**src/rtl/uart_disp_cmd_ctrl.sv**
```systemverilog
// -----------------------------------------------------------------------------
// uart_disp_cmd_ctrl
//
// Parses framed commands arriving from a UART byte receiver and updates the
// 7-segment display configuration (digits, decimal points, blank) atomically,
// one frame at a time. Malformed, unknown or stalled frames are rejected and
// reported through a sticky error code plus a one-cycle cmd_err pulse.
//
// Frame: SYNC, CMD, ARG0, ARG1[, CHK]   with CHK = CMD ^ ARG0 ^ ARG1
// Optional feature macro: UART_DISP_CMD_CHECKSUM_EN
//   defined     -> 5-byte frames, checksum verified (err_code 1 on mismatch)
//   not defined -> 4-byte frames, ARG1 goes straight to EXEC
//
// Parameters:
//   TIMEOUT_CYCLES  longest idle gap between bytes inside a frame
//   SYNC_BYTE       frame start marker
// Ports:
//   clk, rst        clock, asynchronous active-high reset
//   rx_data         received byte, stable once rx_toggle has changed
//   rx_toggle       inverts once per received byte (clk domain)
//   digits          {d3,d2,d1,d0}, 4 bits each
//   dp_mask         decimal point enables, bit i = digit i
//   blank           1 = display off
//   busy            frame in progress
//   cmd_ok/cmd_err  one-cycle result pulses
//   err_code        last result: 0 ok, 1 checksum, 2 unknown cmd, 3 timeout
// -----------------------------------------------------------------------------
module uart_disp_cmd_ctrl #(
    parameter int unsigned TIMEOUT_CYCLES = 208320,
    parameter logic [7:0]  SYNC_BYTE      = 8'hA5
) (
    input  logic        clk,
    input  logic        rst,
    input  logic [7:0]  rx_data,
    input  logic        rx_toggle,
    output logic [15:0] digits,
    output logic [3:0]  dp_mask,
    output logic        blank,
    output logic        busy,
    output logic        cmd_ok,
    output logic        cmd_err,
    output logic [1:0]  err_code
);

    localparam int unsigned    CW       = $clog2(TIMEOUT_CYCLES + 1);
    localparam logic [CW-1:0]  TO_LAST  = CW'(TIMEOUT_CYCLES - 1);
    localparam logic [CW-1:0]  CNT_ONE  = CW'(1);

    localparam logic [1:0] ERR_OK  = 2'd0;
    localparam logic [1:0] ERR_CHK = 2'd1;
    localparam logic [1:0] ERR_CMD = 2'd2;
    localparam logic [1:0] ERR_TMO = 2'd3;

    localparam logic [7:0] OP_DIGITS = 8'h01;
    localparam logic [7:0] OP_DP     = 8'h02;
    localparam logic [7:0] OP_BLANK  = 8'h03;
    localparam logic [7:0] OP_CLEAR  = 8'h04;

    typedef enum logic [2:0] {
        S_IDLE = 3'd0,
        S_CMD  = 3'd1,
        S_ARG0 = 3'd2,
        S_ARG1 = 3'd3,
`ifdef UART_DISP_CMD_CHECKSUM_EN
        S_CHK  = 3'd4,
`endif
        S_EXEC = 3'd5
    } state_t;

    state_t          state_r, state_n;
    logic [CW-1:0]   cnt_r, cnt_n;
    logic            tog_q;
    logic            byte_evt_s;
    logic            waiting_s;
    logic            tmo_s;
    logic            chk_ok_s;
    logic [7:0]      cmd_r, arg0_r, arg1_r;
    logic [15:0]     digits_r, digits_n;
    logic [3:0]      dp_mask_r, dp_n;
    logic            blank_r, blank_n;
    logic            busy_r;
    logic            cmd_ok_r, ok_s;
    logic            cmd_err_r, err_s;
    logic [1:0]      err_code_r, code_n;

    assign byte_evt_s = rx_toggle ^ tog_q;

`ifdef UART_DISP_CMD_CHECKSUM_EN
    logic [7:0] chk_r;

    function automatic logic [7:0] frame_chk(input logic [7:0] c,
                                             input logic [7:0] a0,
                                             input logic [7:0] a1);
        return c ^ a0 ^ a1;
    endfunction

    assign chk_ok_s = (chk_r == frame_chk(cmd_r, arg0_r, arg1_r));
`else
    assign chk_ok_s = 1'b1;
`endif

    // Capture each frame byte into its register in the state that expects it
    always_ff @(posedge clk or posedge rst) begin
        if (rst) begin
            cmd_r  <= 8'h00;
            arg0_r <= 8'h00;
            arg1_r <= 8'h00;
`ifdef UART_DISP_CMD_CHECKSUM_EN
            chk_r  <= 8'h00;
`endif
        end else if (byte_evt_s) begin
            case (state_r)
                S_CMD:  cmd_r  <= rx_data;
                S_ARG0: arg0_r <= rx_data;
                S_ARG1: arg1_r <= rx_data;
`ifdef UART_DISP_CMD_CHECKSUM_EN
                S_CHK:  chk_r  <= rx_data;
`endif
                default: ;
            endcase
        end
    end

    // Next-state, gap counter, command execution and result decode
    always_comb begin
        state_n  = state_r;
        cnt_n    = '0;
        ok_s     = 1'b0;
        err_s    = 1'b0;
        code_n   = err_code_r;
        digits_n = digits_r;
        dp_n     = dp_mask_r;
        blank_n  = blank_r;
        waiting_s = (state_r == S_CMD) || (state_r == S_ARG0) ||
`ifdef UART_DISP_CMD_CHECKSUM_EN
                    (state_r == S_CHK) ||
`endif
                    (state_r == S_ARG1);
        // A byte arriving on the expiry cycle wins over the timeout
        tmo_s = waiting_s && !byte_evt_s && (cnt_r == TO_LAST);

        case (state_r)
            S_IDLE: begin
                if (byte_evt_s && (rx_data == SYNC_BYTE)) state_n = S_CMD;
                else                                      state_n = S_IDLE;
            end
            S_CMD: begin
                if (byte_evt_s)  state_n = S_ARG0;
                else if (tmo_s)  state_n = S_IDLE;
                else             state_n = S_CMD;
            end
            S_ARG0: begin
                if (byte_evt_s)  state_n = S_ARG1;
                else if (tmo_s)  state_n = S_IDLE;
                else             state_n = S_ARG0;
            end
            S_ARG1: begin
`ifdef UART_DISP_CMD_CHECKSUM_EN
                if (byte_evt_s)  state_n = S_CHK;
`else
                if (byte_evt_s)  state_n = S_EXEC;
`endif
                else if (tmo_s)  state_n = S_IDLE;
                else             state_n = S_ARG1;
            end
`ifdef UART_DISP_CMD_CHECKSUM_EN
            S_CHK: begin
                if (byte_evt_s)  state_n = S_EXEC;
                else if (tmo_s)  state_n = S_IDLE;
                else             state_n = S_CHK;
            end
`endif
            S_EXEC: begin
                // Single-cycle state; any byte arriving here is dropped
                state_n = S_IDLE;
                if (!chk_ok_s) begin
                    err_s  = 1'b1;
                    code_n = ERR_CHK;
                end else begin
                    ok_s   = 1'b1;
                    code_n = ERR_OK;
                    case (cmd_r)
                        OP_DIGITS: digits_n = {arg1_r, arg0_r};
                        OP_DP:     dp_n     = arg0_r[3:0];
                        OP_BLANK:  blank_n  = arg0_r[0];
                        OP_CLEAR: begin
                            digits_n = 16'h0000;
                            dp_n     = 4'h0;
                            blank_n  = 1'b0;
                        end
                        default: begin
                            ok_s   = 1'b0;
                            err_s  = 1'b1;
                            code_n = ERR_CMD;
                        end
                    endcase
                end
            end
            default: state_n = S_IDLE;
        endcase

        if (tmo_s) begin
            err_s  = 1'b1;
            code_n = ERR_TMO;
        end else if (waiting_s && !byte_evt_s) begin
            cnt_n = cnt_r + CNT_ONE;
        end else begin
            cnt_n = '0;
        end
    end

    // State, counter and registered outputs
    always_ff @(posedge clk or posedge rst) begin
        if (rst) begin
            state_r    <= S_IDLE;
            cnt_r      <= '0;
            tog_q      <= 1'b0;
            digits_r   <= 16'h0000;
            dp_mask_r  <= 4'h0;
            blank_r    <= 1'b0;
            busy_r     <= 1'b0;
            cmd_ok_r   <= 1'b0;
            cmd_err_r  <= 1'b0;
            err_code_r <= 2'd0;
        end else begin
            state_r    <= state_n;
            cnt_r      <= cnt_n;
            tog_q      <= rx_toggle;
            digits_r   <= digits_n;
            dp_mask_r  <= dp_n;
            blank_r    <= blank_n;
            busy_r     <= (state_n != S_IDLE);
            cmd_ok_r   <= ok_s;
            cmd_err_r  <= err_s;
            err_code_r <= code_n;
        end
    end

    assign digits   = digits_r;
    assign dp_mask  = dp_mask_r;
    assign blank    = blank_r;
    assign busy     = busy_r;
    assign cmd_ok   = cmd_ok_r;
    assign cmd_err  = cmd_err_r;
    assign err_code = err_code_r;

endmodule
```
**config.mk**
```make
export PLATFORM = sky130hd
export DESIGN_NAME = uart_disp_cmd_ctrl
export DESIGN_NICKNAME = d
export VERILOG_FILES = /design/src/rtl/uart_disp_cmd_ctrl.sv
export SDC_FILE = /design/constraint.sdc
export NUM_CORES = 1
export LEC_CHECK = 0
export BUFFER_PORTS_ARGS = -buffer_cell sky130_fd_sc_hd__buf_2
export CORE_ASPECT_RATIO = 1.1
export CORE_MARGIN = 2
export CORE_UTILIZATION = 60
export CTS_CLUSTER_DIAMETER = 80
export DETAILED_ROUTE_END_ITERATION = 10
export PLACE_DENSITY_LB_ADDON = 0.1
export SLEW_MARGIN = 20
export SYNTH_ARGS = -nofsm -noshare
export SYNTH_HDL_FRONTEND = slang
export SYNTH_SLANG_ARGS = --single-unit
```
**constraint.sdc**
```tcl
create_clock -name clk -period 4.7 [get_ports clk]
set_input_delay 0.705 -clock clk [delete_from_list [all_inputs] [get_ports clk]]
set_output_delay 0.705 -clock clk [all_outputs]
set_load 0.005 [all_outputs]
```
==> results.toml <==
[run_status]
outcome = "finished, final reports clean"

[yosys]
yosys.area_share.adder_pct = 0.391
syn_avg_cell_area_sq_um = 12.0
synthFlopType = "dfrtp_1"
synth_edf_count = 0
synth_top_area_share_pct = 56.3
netlist_area_sq_mm = 0.00320
seq_area_frac_synth_pct = 56.3
yosysUniqueCellTypes = 38
synth_compound_area_share_pct = 2.97
netlist_instances = 266
synthTopCellsByArea = "dfrtp_1, mux2_2, mux2i_1, mux2_1, nand2_1"
yosys.area_share.simple_pct = 17.0
ys_ff_latch = 72
synth_top_family_by_area = "simple AND/OR/NAND/NOR gates"
yosysTopAreaCell = "dfrtp_1"
synthXorXnorAreaFrac_pct = 4.65
async_flop_share_pct = 100
ys_warn_count = 0
synth.net_count = 278
synth_mux_area_share_pct = 15.4

[global_route]
antenna_found_initial = 0
grt.met1_usage_pct = 29.0
gr-usage-met3_pct = 5.27
grt-ovfl-total = 0
grt_pass1_wl_um = 9960
grt_max_degree = 49
grt_util_all_layers_pct = 22.4
grt_pass1_vias = 2106
grt.busiest_layer = "met2"
grt_util_met2_pct = 36.1

[placement]
port_buffers = 36
hpwlAfterDp_um = 3960
place_congestion = 0.785

[routing]
drtIter0Drc = 83
drcViolationCount = 0
routed_wl_um = 5730
wl_per_cell_um = 15.5
vias_per_cell = 5.56
drt_first_pass_iters = 4
drtAntennaViolNets = 0
vias = 2053

[sta]
slew_viol_final = 0
skew_ns = 0.00755
finalSetupViolCount = 0
fin_crit_sh_pct = 49.8
fin_crit_ns = 2.34
hold_ws_ns = 0.479
hold_violations = 0
fmax_mhz = 427
slew_headroom_pct = 39.3
worstMarginPinSlew_ns = 0.911
finalSetupTns_ns = 0
rsz0062_at_grt = "false"

[cells_and_area]
layout_common_cells = "dfrtp_1, buf_2, mux2_2, nand2_1, nor2_1"
area_delta_synth_final_pct = 12.7
layout_commonest_cell = "dfrtp_1"
final_util_pct = 71.2
drive_gt1_share_pct = 28.3
antenna_cells = 0
nNetsFinal = 318
fillers = 363

[clock_network]
cts_root_buf = "clkbuf_8"
cts_sinks = 72
cts_tree = "done"
htree_levels = 3
ctsHoldBuffers = 0
ctsResizeCount = 0
clkLatencyLatePin_ns = 0.34
cts_inserted_buffers = 9
clock_path_buffers = 2
clk_pin_slew_worst_paths_ns = 0.07
post_cts_buffers = 0

[pwr]
ir_worst_vdd_uv = 296
p_per_area_mw_per_mm2 = 466
power.static_leakage_nw = 1.78

[floorplan]
die_height_um = 80.6
dieWidth_um = 73.6
die_area_sq_mm = 0.00593
fp-row-count = 27
core_region_area_sq_mm = 0.00507
ios = 37
initial_core_util_pct = 63.2

[setup_path]
start_kind = "flop"
critPathMaxFanout = 16
cp.required_ns = 4.91
critical_path_class = "flop to flop"
endpoint_kind = "flop"
crit_arrival_ns = 2.55

[job]
max_cap_violations = 0

[min_path]
hold_path.class = "primary input to asynchronous set/reset pin"
## critical path: stages (launching register included)
cell and delay, ns:
dfrtp_1 0.40, nor4_2 0.38, nand4b_1 0.68, and2_1 0.47
mux2_1 0.29
## area by class of cell
type                    instances  area (sq um)  area share, %
repair buffers                 37           188           5.20
multi-input cells             169          1300           35.9
inverters                      17          65.1           1.80
flip-flops and latches         72          1800           49.9
well taps                      58          72.6           2.01
clock inverters                 3          15.0          0.416
clock buffers                  13           169           4.68
## per-stage QoR
stage | instance area, sq um | setup slack (ns) | std cells | power, W
2_1_floorplan | 3200 | 2.17 | 266 | 0.00115
3_3_place_gp | 3420 | 2.30 | 353 | 0.00122
3_5_place_dp | 3420 | 2.20 | 353 | 0.00125
4_1_cts | 3610 | 2.36 | 369 | 0.00169
5_1_grt | 3610 | 2.20 | 369 | 0.00179
6_report | 3610 | 2.36 | 369 | 0.00168
## state kept, by name (all words and copies together) (netlist names), 2 cells and up
signal,cells
arg0_r,8
arg1_r,8
cmd_r,8
cnt_r,18
digits,16
dp_mask,4
err_code,2
state_r,3
## synth_stat cells (all sizes together), types with 2 or more instances
| master | instances |
|---|---|
| dfrtp | 72 |
| mux2 | 33 |
| nand2 | 22 |
| nor2 | 18 |
| inv | 17 |
| mux2i | 12 |
| xnor2 | 9 |
| xor2 | 8 |
| or3 | 7 |
| nand3 | 6 |
| a21oi | 5 |
| and2 | 5 |
| buf | 5 |
| nor4 | 5 |
| o21ai | 5 |
| nand4 | 4 |
| nor3 | 4 |
| nor4bb | 4 |
| clkbuf | 3 |
| nand3b | 3 |
| nand4b | 3 |
| o21bai | 3 |
| a21o | 2 |
| nand2b | 2 |
| nor3b | 2 |
## where the power goes
group          internal (W)  total (W)  switching, W
registers          0.000759   0.000867      0.000109
clock network      0.000233   0.000450      0.000217
logic              0.000201   0.000362      0.000161
total               0.00119    0.00168      0.000487
## kinds of logic after synthesis
kind of cell / Yosys count
flip-flops: 72
multiplexers: 45
AND/OR/NAND/NOR: 90
XOR/XNOR: 17
adder cells (fa/ha/maj): 1
buffers and inverters: 25
AO/OA/AOI/OAI: 16
## routing by layer
layer	vias up	part of all wire [%]	wire length, um
met2	33	50	2840
met3	9	3.4	196
met1	1023	46	2630
li1	988	-	-
met5	-	0	0
met4	0	1.3	72
## final timing paths
kind	from	end	slack (ns)	cells past startpoint
setup / recovery	cmd_r[7]$_DFFE_PP0P_	dp_mask[0]$_DFFE_PP0P_	2.36	4
hold reg to reg	digits[1]$_DFFE_PP0P_	digits[1]$_DFFE_PP0P_	0.49	1
max in group asynchronous	rst	digits[1]$_DFFE_PP0P_	3.43	3
hold / removal	rst	err_code[0]$_DFFE_PP0P_	0.48	2
setup reg to reg	cmd_r[7]$_DFFE_PP0P_	dp_mask[0]$_DFFE_PP0P_	2.36	4
min in group clk	digits[1]$_DFFE_PP0P_	digits[1]$_DFFE_PP0P_	0.49	1
No activity file was read; power rests on OpenSTA's default activity.
